--- config.mk ---
export PLATFORM = sky130hd
export DESIGN_NAME = phase_timer
export DESIGN_NICKNAME = d
export VERILOG_FILES = /design/src/rtl/traffic_pkg.sv /design/src/rtl/tick_prescaler.sv /design/src/rtl/phase_timer.sv
export SDC_FILE = /design/constraint.sdc
export NUM_CORES = 1
export LEC_CHECK = 0
export ABC_CLOCK_PERIOD_IN_PS = 2760
export CAP_MARGIN = 15
export CORE_MARGIN = 8
export CORE_UTILIZATION = 53
export CTS_BUF_LIST = sky130_fd_sc_hd__clkbuf_2 sky130_fd_sc_hd__clkbuf_4 sky130_fd_sc_hd__clkbuf_8
export CTS_CLUSTER_DIAMETER = 150
export DETAILED_ROUTE_END_ITERATION = 16
export PLACE_DENSITY = 0.82
export SYNTH_ARGS = -nofsm -noshare
export SYNTH_HDL_FRONTEND = slang
export SYNTH_SLANG_ARGS = --single-unit
--- constraint.sdc ---
create_clock -name clk -period 2.76 [get_ports clk]
set_clock_uncertainty 0.05 [all_clocks]
set_input_delay 0.552 -clock clk [delete_from_list [all_inputs] [get_ports clk]]
set_output_delay 0.552 -clock clk [all_outputs]
set_load 0.03 [all_outputs]
--- src/rtl/traffic_pkg.sv ---
// Shared types and widths for the traffic-light phase datapath.
// Used by phase_timer and its prescaler.
package traffic_pkg;

    localparam int LANE_W = 8;
    localparam int TIME_W = 7;

    typedef enum logic {
        IDLE = 1'b0,
        RUN  = 1'b1
    } phase_state_t;

    typedef logic [0:LANE_W-1] lane_t;

endpackage

--- src/rtl/tick_prescaler.sv ---
// Divides clk down to a one-cycle tick every TICK_DIV enabled cycles.
// clr restarts the count; en low freezes it in place.
module tick_prescaler #(
    parameter int TICK_DIV = 50_000_000
) (
    input  logic clk,
    input  logic rst_n,
    input  logic clr,
    input  logic en,
    output logic tick
);

    localparam int CW = $clog2(TICK_DIV);

    logic [CW-1:0] cnt_q, cnt_d;

    assign tick = en && (cnt_q == CW'(TICK_DIV - 1));

    always_comb begin
        cnt_d = cnt_q;
        if (clr) begin
            cnt_d = '0;
        end else if (tick) begin
            cnt_d = '0;
        end else if (en) begin
            cnt_d = cnt_q + CW'(1);
        end
    end

    always_ff @(posedge clk) begin
        if (!rst_n) begin
            cnt_q <= '0;
        end else begin
            cnt_q <= cnt_d;
        end
    end

endmodule

--- src/rtl/phase_timer.sv ---
// Registered light-pattern phase with a seconds countdown and done pulse.
// Optional PHASE_TIMER_HOLD_EN adds a hold input that freezes the countdown.
module phase_timer
    import traffic_pkg::*;
#(
    parameter int TICK_DIV  = 50_000_000,
    parameter int WARN_SECS = 3
) (
    input  logic              clk,
    input  logic              rst_n,
    input  logic              load,
    input  logic [TIME_W-1:0] load_time,
    input  lane_t             lane_in,
    input  lane_t             walk_in,
`ifdef PHASE_TIMER_HOLD_EN
    input  logic              hold,
`endif
    output lane_t             lane_out,
    output lane_t             walk_out,
    output logic [TIME_W-1:0] remaining,
    output logic              busy,
    output logic              done,
    output logic              warn
);

    phase_state_t      state_q;
    lane_t             lane_q, walk_q;
    logic [TIME_W-1:0] rem_q;
    logic              busy_q, done_q;
    logic              zdone_q;
    logic              tick, tick_en;

`ifdef PHASE_TIMER_HOLD_EN
    assign tick_en = ~hold;
`else
    assign tick_en = 1'b1;
`endif

    tick_prescaler #(
        .TICK_DIV(TICK_DIV)
    ) u_presc (
        .clk  (clk),
        .rst_n(rst_n),
        .clr  (load),
        .en   (tick_en),
        .tick (tick)
    );

    // zdone_q delays the zero-time done by one cycle so it lands after N+1.
    always_ff @(posedge clk) begin
        if (!rst_n) begin
            state_q <= IDLE;
            lane_q  <= '0;
            walk_q  <= '0;
            rem_q   <= '0;
            busy_q  <= 1'b0;
            done_q  <= 1'b0;
            zdone_q <= 1'b0;
        end else begin
            done_q  <= 1'b0;
            zdone_q <= 1'b0;
            if (load) begin
                lane_q <= lane_in;
                walk_q <= walk_in;
                rem_q  <= load_time;
                if (load_time != '0) begin
                    state_q <= RUN;
                    busy_q  <= 1'b1;
                end else begin
                    state_q <= IDLE;
                    busy_q  <= 1'b0;
                    zdone_q <= 1'b1;
                end
            end else begin
                unique case (state_q)
                    RUN: begin
                        if (tick) begin
                            rem_q <= rem_q - TIME_W'(1);
                            if (rem_q == TIME_W'(1)) begin
                                state_q <= IDLE;
                                busy_q  <= 1'b0;
                                done_q  <= 1'b1;
                            end
                        end
                    end
                    IDLE: begin
                        if (zdone_q) begin
                            done_q <= 1'b1;
                        end
                    end
                    default: ;
                endcase
            end
        end
    end

    assign lane_out  = lane_q;
    assign walk_out  = walk_q;
    assign remaining = rem_q;
    assign busy      = busy_q;
    assign done      = done_q;
    assign warn      = busy_q && (rem_q <= TIME_W'(WARN_SECS));

endmodule

==> impl_metrics.json, run 1 <==
{
  "reg2reg_depth": 5,
  "cts_resized": 1,
  "critPathCaptureType": "output port",
  "synth_top_family_by_area": "simple AND/OR/NAND/NOR gates",
  "gp_congestion": 0.8728,
  "cp_top_family": "simple AND/OR/NAND/NOR gates",
  "worstPathCellList": "or4_1 > nor3_1 > dlygate4sd2_1",
  "syn2layout_area_growth_pct": 25.61,
  "design_area_um2": 3167,
  "cts_buffer_depth": 2,
  "drive_gt1_share_pct": 4.790,
  "crit_type": "register to output port",
  "io_buffer_count": 51,
  "startpoint_type": "register",
  "gr-usage-met3_pct": 4.054,
  "power.density_nw_per_um2": 470.7,
  "min_period_ns": 2.615,
  "avgSynthCellArea_um2": 8.815,
  "placed_area_um2": 3073,
  "synth_area_um2": 2521,
  "yosys.area_share.simple_pct": 29.68,
  "synthMuxAreaShare_pct": 6.352,
  "route.detailed.drc": 0,
  "grt_pass1_vias": 2113,
  "grt_usage_pct": 16.55,
  "critPathMaxFanout": 8,
  "post-place-ws_ns": 0.1934,
  "cts_hold_buf": 0,
  "synth_compound_area_share_pct": 12.51,
  "cp_data_arrival_time_ns": 2.01,
  "syn_inst": 286,
  "synthAdderAreaFrac_pct": 1.985,
  "post_drt_wl_per_cell_um": 15.31,
  "grt-ovfl-total": 0,
  "tightest_slew_ns": 0.6191,
  "synth-xor-area-share_pct": 3.821,
  "cp-startpoint": "remaining[2]",
  "hpwl_mm": 4.373,
  "gr-usage-met1_pct": 20.14,
  "die_w_um": 84.97,
  "required_ns": 2.16,
  "grt_pass1_wl_mm": 9.956,
  "drtPass1Iterations": 4,
  "core_region_area_um2": 4661,
  "min_from": "u_presc.cnt_q[0]",
  "cts.htree.levels": 2,
  "setup_viol": 0,
  "timing.final.ws_setup_ns": 0.1451,
  "drt_iter0_drc": 130,
  "root_buffer": "clkbuf_8",
  "hold_class": "register to register",
  "layoutNonFillerInstCount": 388,
  "rows": 25,
  "synth.largest_area_cell": "dfxtp_1",
  "rsz0062_at_grt": "no",
  "yosysSeqAreaShare_pct": 42.08,
  "cp_slowest_cell": "or4_1",
  "outcome": "complete, no violations",
  "dieHeight_um": 84.97,
  "synth.top_cell.area_share_pct": 42.08,
  "busiest_layer": "met2",
  "min_delay_path_depth": 1,
  "ir_drop_mv": 0.2886,
  "vias": 2268,
  "max_freq_mhz": 382.4,
  "ant_nets": 0,
  "cts.sinks": 53,
  "viasPerCell": 5.845,
  "path_clk_slew_ns": 0.10,
  "antenna_found_initial": 0,
  "synth_nets": 316,
  "cts_tree": "built",
  "slew_headroom_pct": 58.17,
  "cap_violations": 0,
  "synth_cell_types": 36,
  "final_hold_viol_count": 0,
  "yosys-top-cells-area": "dfxtp_1, mux2i_1, nor2b_1",
  "post_cts_buffers": 0,
  "antenna_cells": 0,
  "clock_latency_ns": 0.31,
  "r2r_start": "u_presc.cnt_q[0]",
  "yosys_warnings": 0,
  "path_depth": 3,
  "routed_wl_mm": 5.941,
  "die-area_um2": 7220,
  "finalMaxSlewViolations": 0,
  "leakage_nw": 1.111,
  "post-route-period-util_pct": 94.74,
  "numCtsBuffers": 5,
  "total_power_mw": 1.491,
  "use_met2_pct": 27.41,
  "ioPinCount": 52,
  "finalSetupTns_ns": 0,
  "grt_max_degree": 26,
  "nets": 363,
  "dp_cells": 380,
  "initial_core_util_pct": 54.09,
  "synth-seq-cells": 53,
  "max_stage_delay_ns": 0.64,
  "path_buf_inv": 1
}
## layout by cell type (no fill, tap or decap), types with 10 or more instances in the layout
cell and instances:
nand3_1 12, nand2_1 11, o31ai_1 10, nor2_1 21
or4_1 14, nand4_1 12, dfxtp_1 53, nor2b_1 20
a21oi_1 18, clkdlybuf4s50_1 50, o21ai_0 11, mux2i_1 16
## Yosys cell counts (all sizes together)
library cell,number
dfxtp,53
nor2,21
nor2b,20
a21oi,18
mux2i,16
or4,15
clkbuf,13
nand3,12
nand4,12
o21ai,12
nand2,11
o31ai,10
xor2,9
and4,8
inv,7
or3,7
and2,4
and3,4
ha,4
nor3,4
o211ai,4
a211oi,3
buf,3
nand2b,3
nor4,3
or2,2
xnor2,2
a211o,1
a31oi,1
nor3b,1
nor4bb,1
o211a,1
o311ai,1
## worst reg2reg max path: stages, from the launching register on
cell and delay (ns):
dfxtp_1 0.36, ha_1 0.29, nand4_1 0.18, or4_4 0.64, or4_1 0.52, and3_1 0.18
## final timing paths
| check | end | slack [ns] |
|---|---|---|
| worst min register to register | u_presc.cnt_q[0] | 0.40 |
| worst max-delay path | warn | 0.15 |
| worst max register to register | remaining[6] | 0.44 |
| worst min-delay path | u_presc.cnt_q[0] | 0.40 |
## flip-flops by register name, summed over array words and instances, names as in the netlist
name	flops
lane_out	8
remaining	7
u_presc.cnt_q	26
state_q	1
zdone_q	1
done	1
walk_out	8
busy	1
## per-stage QoR
| stage | hold slack, ns | util (%) |
|---|---|---|
| finish | 0.3951 | 67.95 |
| global route | 0.4229 | 67.95 |
| CTS | 0.3954 | 67.95 |
| detailed placement | 0.3797 | 65.93 |
| global placement | 0.3708 | 65.93 |
| floorplan | 0.3629 | - |
## metal layers
metal	routed length, µm	vias to the layer above
li1	-	1145
met1	2778	1057
met2	2800	54
met3	239	12
met4	122	0
met5	0	-
## power breakdown
group	total [mW]	switching (mW)	internal [mW]	leakage (nW)
logic	0.224	0.115	0.109	0.636
registers	0.810	0.0210	0.789	0.433
clock network	0.457	0.272	0.185	0.0423
## cells by family (layout without fill, tap and decap cells)
logic type,after synthesis,count (layout)
buf+inv,23,71
xor+xnor,11,11
flops,53,53
compound gates,51,51
simple gates,128,128
mux,16,16
fa+ha+maj,4,4
## final cells by class
type / instances / area, µm²
Timing Repair Buffer: 56 / 546.8
Clock inverter: 3 / 26.28
Clock buffer: 5 / 68.82
Fill cell: 415 / 1494
Inverter: 7 / 26.28
Tap cell: 54 / 67.56
Sequential cell: 53 / 1061
Multi-Input combinational cell: 210 / 1370
No activity file was read; power rests on OpenSTA's default activity.
==> inputs of run 2 (changes only) <==
--- a/config.mk
+++ b/config.mk
@@ -5,14 +5,14 @@
 export SDC_FILE = /design/constraint.sdc
 export NUM_CORES = 1
 export LEC_CHECK = 0
-export ABC_CLOCK_PERIOD_IN_PS = 2760
+export ABC_CLOCK_PERIOD_IN_PS = 3100
 export CAP_MARGIN = 15
 export CORE_MARGIN = 8
-export CORE_UTILIZATION = 53
+export CORE_UTILIZATION = 57
 export CTS_BUF_LIST = sky130_fd_sc_hd__clkbuf_2 sky130_fd_sc_hd__clkbuf_4 sky130_fd_sc_hd__clkbuf_8
 export CTS_CLUSTER_DIAMETER = 150
 export DETAILED_ROUTE_END_ITERATION = 16
-export PLACE_DENSITY = 0.82
+export PLACE_DENSITY = 0.88
 export SYNTH_ARGS = -nofsm -noshare
 export SYNTH_HDL_FRONTEND = slang
 export SYNTH_SLANG_ARGS = --single-unit
==> constraint.sdc (replaced) <==
create_clock -name clk -period 3.1 [get_ports clk]
set_clock_uncertainty 0.05 [all_clocks]
set_input_delay 0.62 -clock clk [delete_from_list [all_inputs] [get_ports clk]]
set_output_delay 0.62 -clock clk [all_outputs]
set_load 0.03 [all_outputs]
==> run 2 against run 1 <==
Compared with the run above:
- hold slack improved by 0.0027 ns
- design area is 0.55% lower
- core utilization grew 5.4 points
- critical path type unchanged
- critical endpoint unchanged
- largest power group unchanged
==> impl_metrics.json, run 2 (same netlist as run 1, synthesis figures left out) <==
{
  "rsz0062_at_grt": "no",
  "multi_input_area_um2": 1370,
  "ioPinCount": 52,
  "post_drt_wl_per_cell_um": 15.69,
  "cp_top_family": "simple AND/OR/NAND/NOR gates",
  "final_common_cell": "dfxtp_1",
  "hpwl_mm": 4.401,
  "vias": 2282,
  "cts_tree": "built",
  "routed_wl_mm": 6.025,
  "cts.htree.levels": 2,
  "met3_wirelength_um": 474,
  "r2r-end": "remaining[6]",
  "antenna_cells": 0,
  "dieHeight_um": 82.51,
  "nets": 361,
  "required_ns": 2.43,
  "finalSetupTns_ns": 0,
  "grt-ovfl-total": 0,
  "gp_congestion": 0.8899,
  "grt_max_degree": 27,
  "core_region_area_um2": 4294,
  "critPathCaptureType": "output port",
  "path_depth": 3,
  "max_stage_delay_ns": 0.70,
  "route.detailed.drc": 0,
  "path_buf_inv": 1,
  "min_from": "u_presc.cnt_q[0]",
  "die-area_um2": 6807,
  "drt-met1-wl_mm": 2.517,
  "cts.sinks": 53,
  "cp-startpoint": "remaining[2]",
  "cp_slowest_cell": "clkdlybuf4s50_1",
  "leakage_nw": 1.100,
  "crit_type": "register to output port",
  "initial_core_util_pct": 58.71,
  "finalMaxSlewViolations": 0,
  "cts_hold_buf": 0,
  "final-seq-area_um2": 1061,
  "cap_violations": 0,
  "rows": 24,
  "largest_reg_flops": 26,
  "cts_buffer_depth": 2,
  "drt_iter0_drc": 112,
  "root_buffer": "clkbuf_8",
  "worstSetupEndpoint": "warn",
  "cts_resized": 0,
  "post-place-ws_ns": 0.5254,
  "nFillCells": 349,
  "placed_area_um2": 3055,
  "ir_drop_mv": 0.2849,
  "max_freq_mhz": 342.5,
  "die_w_um": 82.51,
  "critPathMaxFanout": 8,
  "route.met2.wl_mm": 2.963,
  "worstPathCellList": "or4_1 > nor3_1 > clkdlybuf4s50_1",
  "numCtsBuffers": 5,
  "grt_pass1_vias": 2091,
  "grt_pass1_wl_mm": 9.880,
  "slew_headroom_pct": 59.19,
  "post_cts_buffers": 0,
  "drtPass1Iterations": 4,
  "ff2ff_setup_slack_ns": 0.75,
  "grt_usage_pct": 18.09,
  "syn2layout_area_growth_pct": 24.91,
  "min_delay_path_depth": 1,
  "path_clk_slew_ns": 0.10,
  "final_cell_mix": "dfxtp_1, clkdlybuf4s50_1, nor2_1",
  "ant_nets": 0,
  "drive_gt1_share_pct": 4.217,
  "startpoint_type": "register",
  "top_register": "u_presc.cnt_q",
  "power.density_nw_per_um2": 422.2,
  "final_hold_viol_count": 0,
  "io_buffer_count": 51,
  "timing.final.ws_setup_ns": 0.1801,
  "reg2reg_depth": 5,
  "design_area_um2": 3149,
  "hold_class": "register to register",
  "highest_layer": "met4",
  "tightest_slew_ns": 0.6039,
  "setup_viol": 0,
  "post-route-period-util_pct": 94.19,
  "antenna_found_initial": 0,
  "viasPerCell": 5.943,
  "outcome": "complete, no violations",
  "cp_data_arrival_time_ns": 2.25,
  "clock_latency_ns": 0.31,
  "r2r_start": "u_presc.cnt_q[0]",
  "min_period_ns": 2.920
}
## run 2: cell count changes in the layout (fill, tap and decap cells not counted)
cell	previous run	this run
buf_4	5	3
clkdlybuf4s50_1	50	51
clkinv_4	0	1
clkinvlp_4	2	1
dlygate4sd2_1	1	0
inv_6	0	1
inv_8	1	0
## run 2: metrics by stage
stage	hold WS, ns	utilization (%)	power, mW	instances
after floorplan	0.3629	-	0.8411	286
after global routing	0.4362	73.34	1.379	384
after detailed placement	0.3904	71.15	0.9358	376
after global placement	0.3719	71.15	0.9307	376
final	0.3978	73.34	1.330	384
after CTS	0.4049	73.34	1.336	384
## run 2: layer usage
layer  up-vias  track usage (%)
met5         -                0
met4         0            5.345
met3         8            4.545
met2        76            31.01
met1      1062            21.79
li1       1136                -
## run 2: layout make-up
| class | instances | share of cell area (%) |
|---|---|---|
| Timing Repair Buffer | 54 | 16.92 |
| Inverter | 7 | 0.8343 |
| Tap cell | 52 | 2.066 |
| Clock inverter | 3 | 0.7946 |
| Multi-Input combinational cell | 210 | 43.50 |
| Sequential cell | 53 | 33.69 |
| Clock buffer | 5 | 2.185 |
## run 2: report_power, final
part	total [mW]	switching, mW	internal [mW]
Clock	0.410	0.246	0.164
Sequential	0.722	0.0189	0.703
Combinational	0.199	0.102	0.0961
Total	1.33	0.367	0.962
## run 2: how the worst min path moves through the flow
stage	end
2_1_floorplan	u_presc.cnt_q[0]
3_3_place_gp	u_presc.cnt_q[0]
3_5_place_dp	u_presc.cnt_q[0]
4_1_cts	u_presc.cnt_q[0]
5_1_grt	u_presc.cnt_q[0]
6_report	u_presc.cnt_q[0]
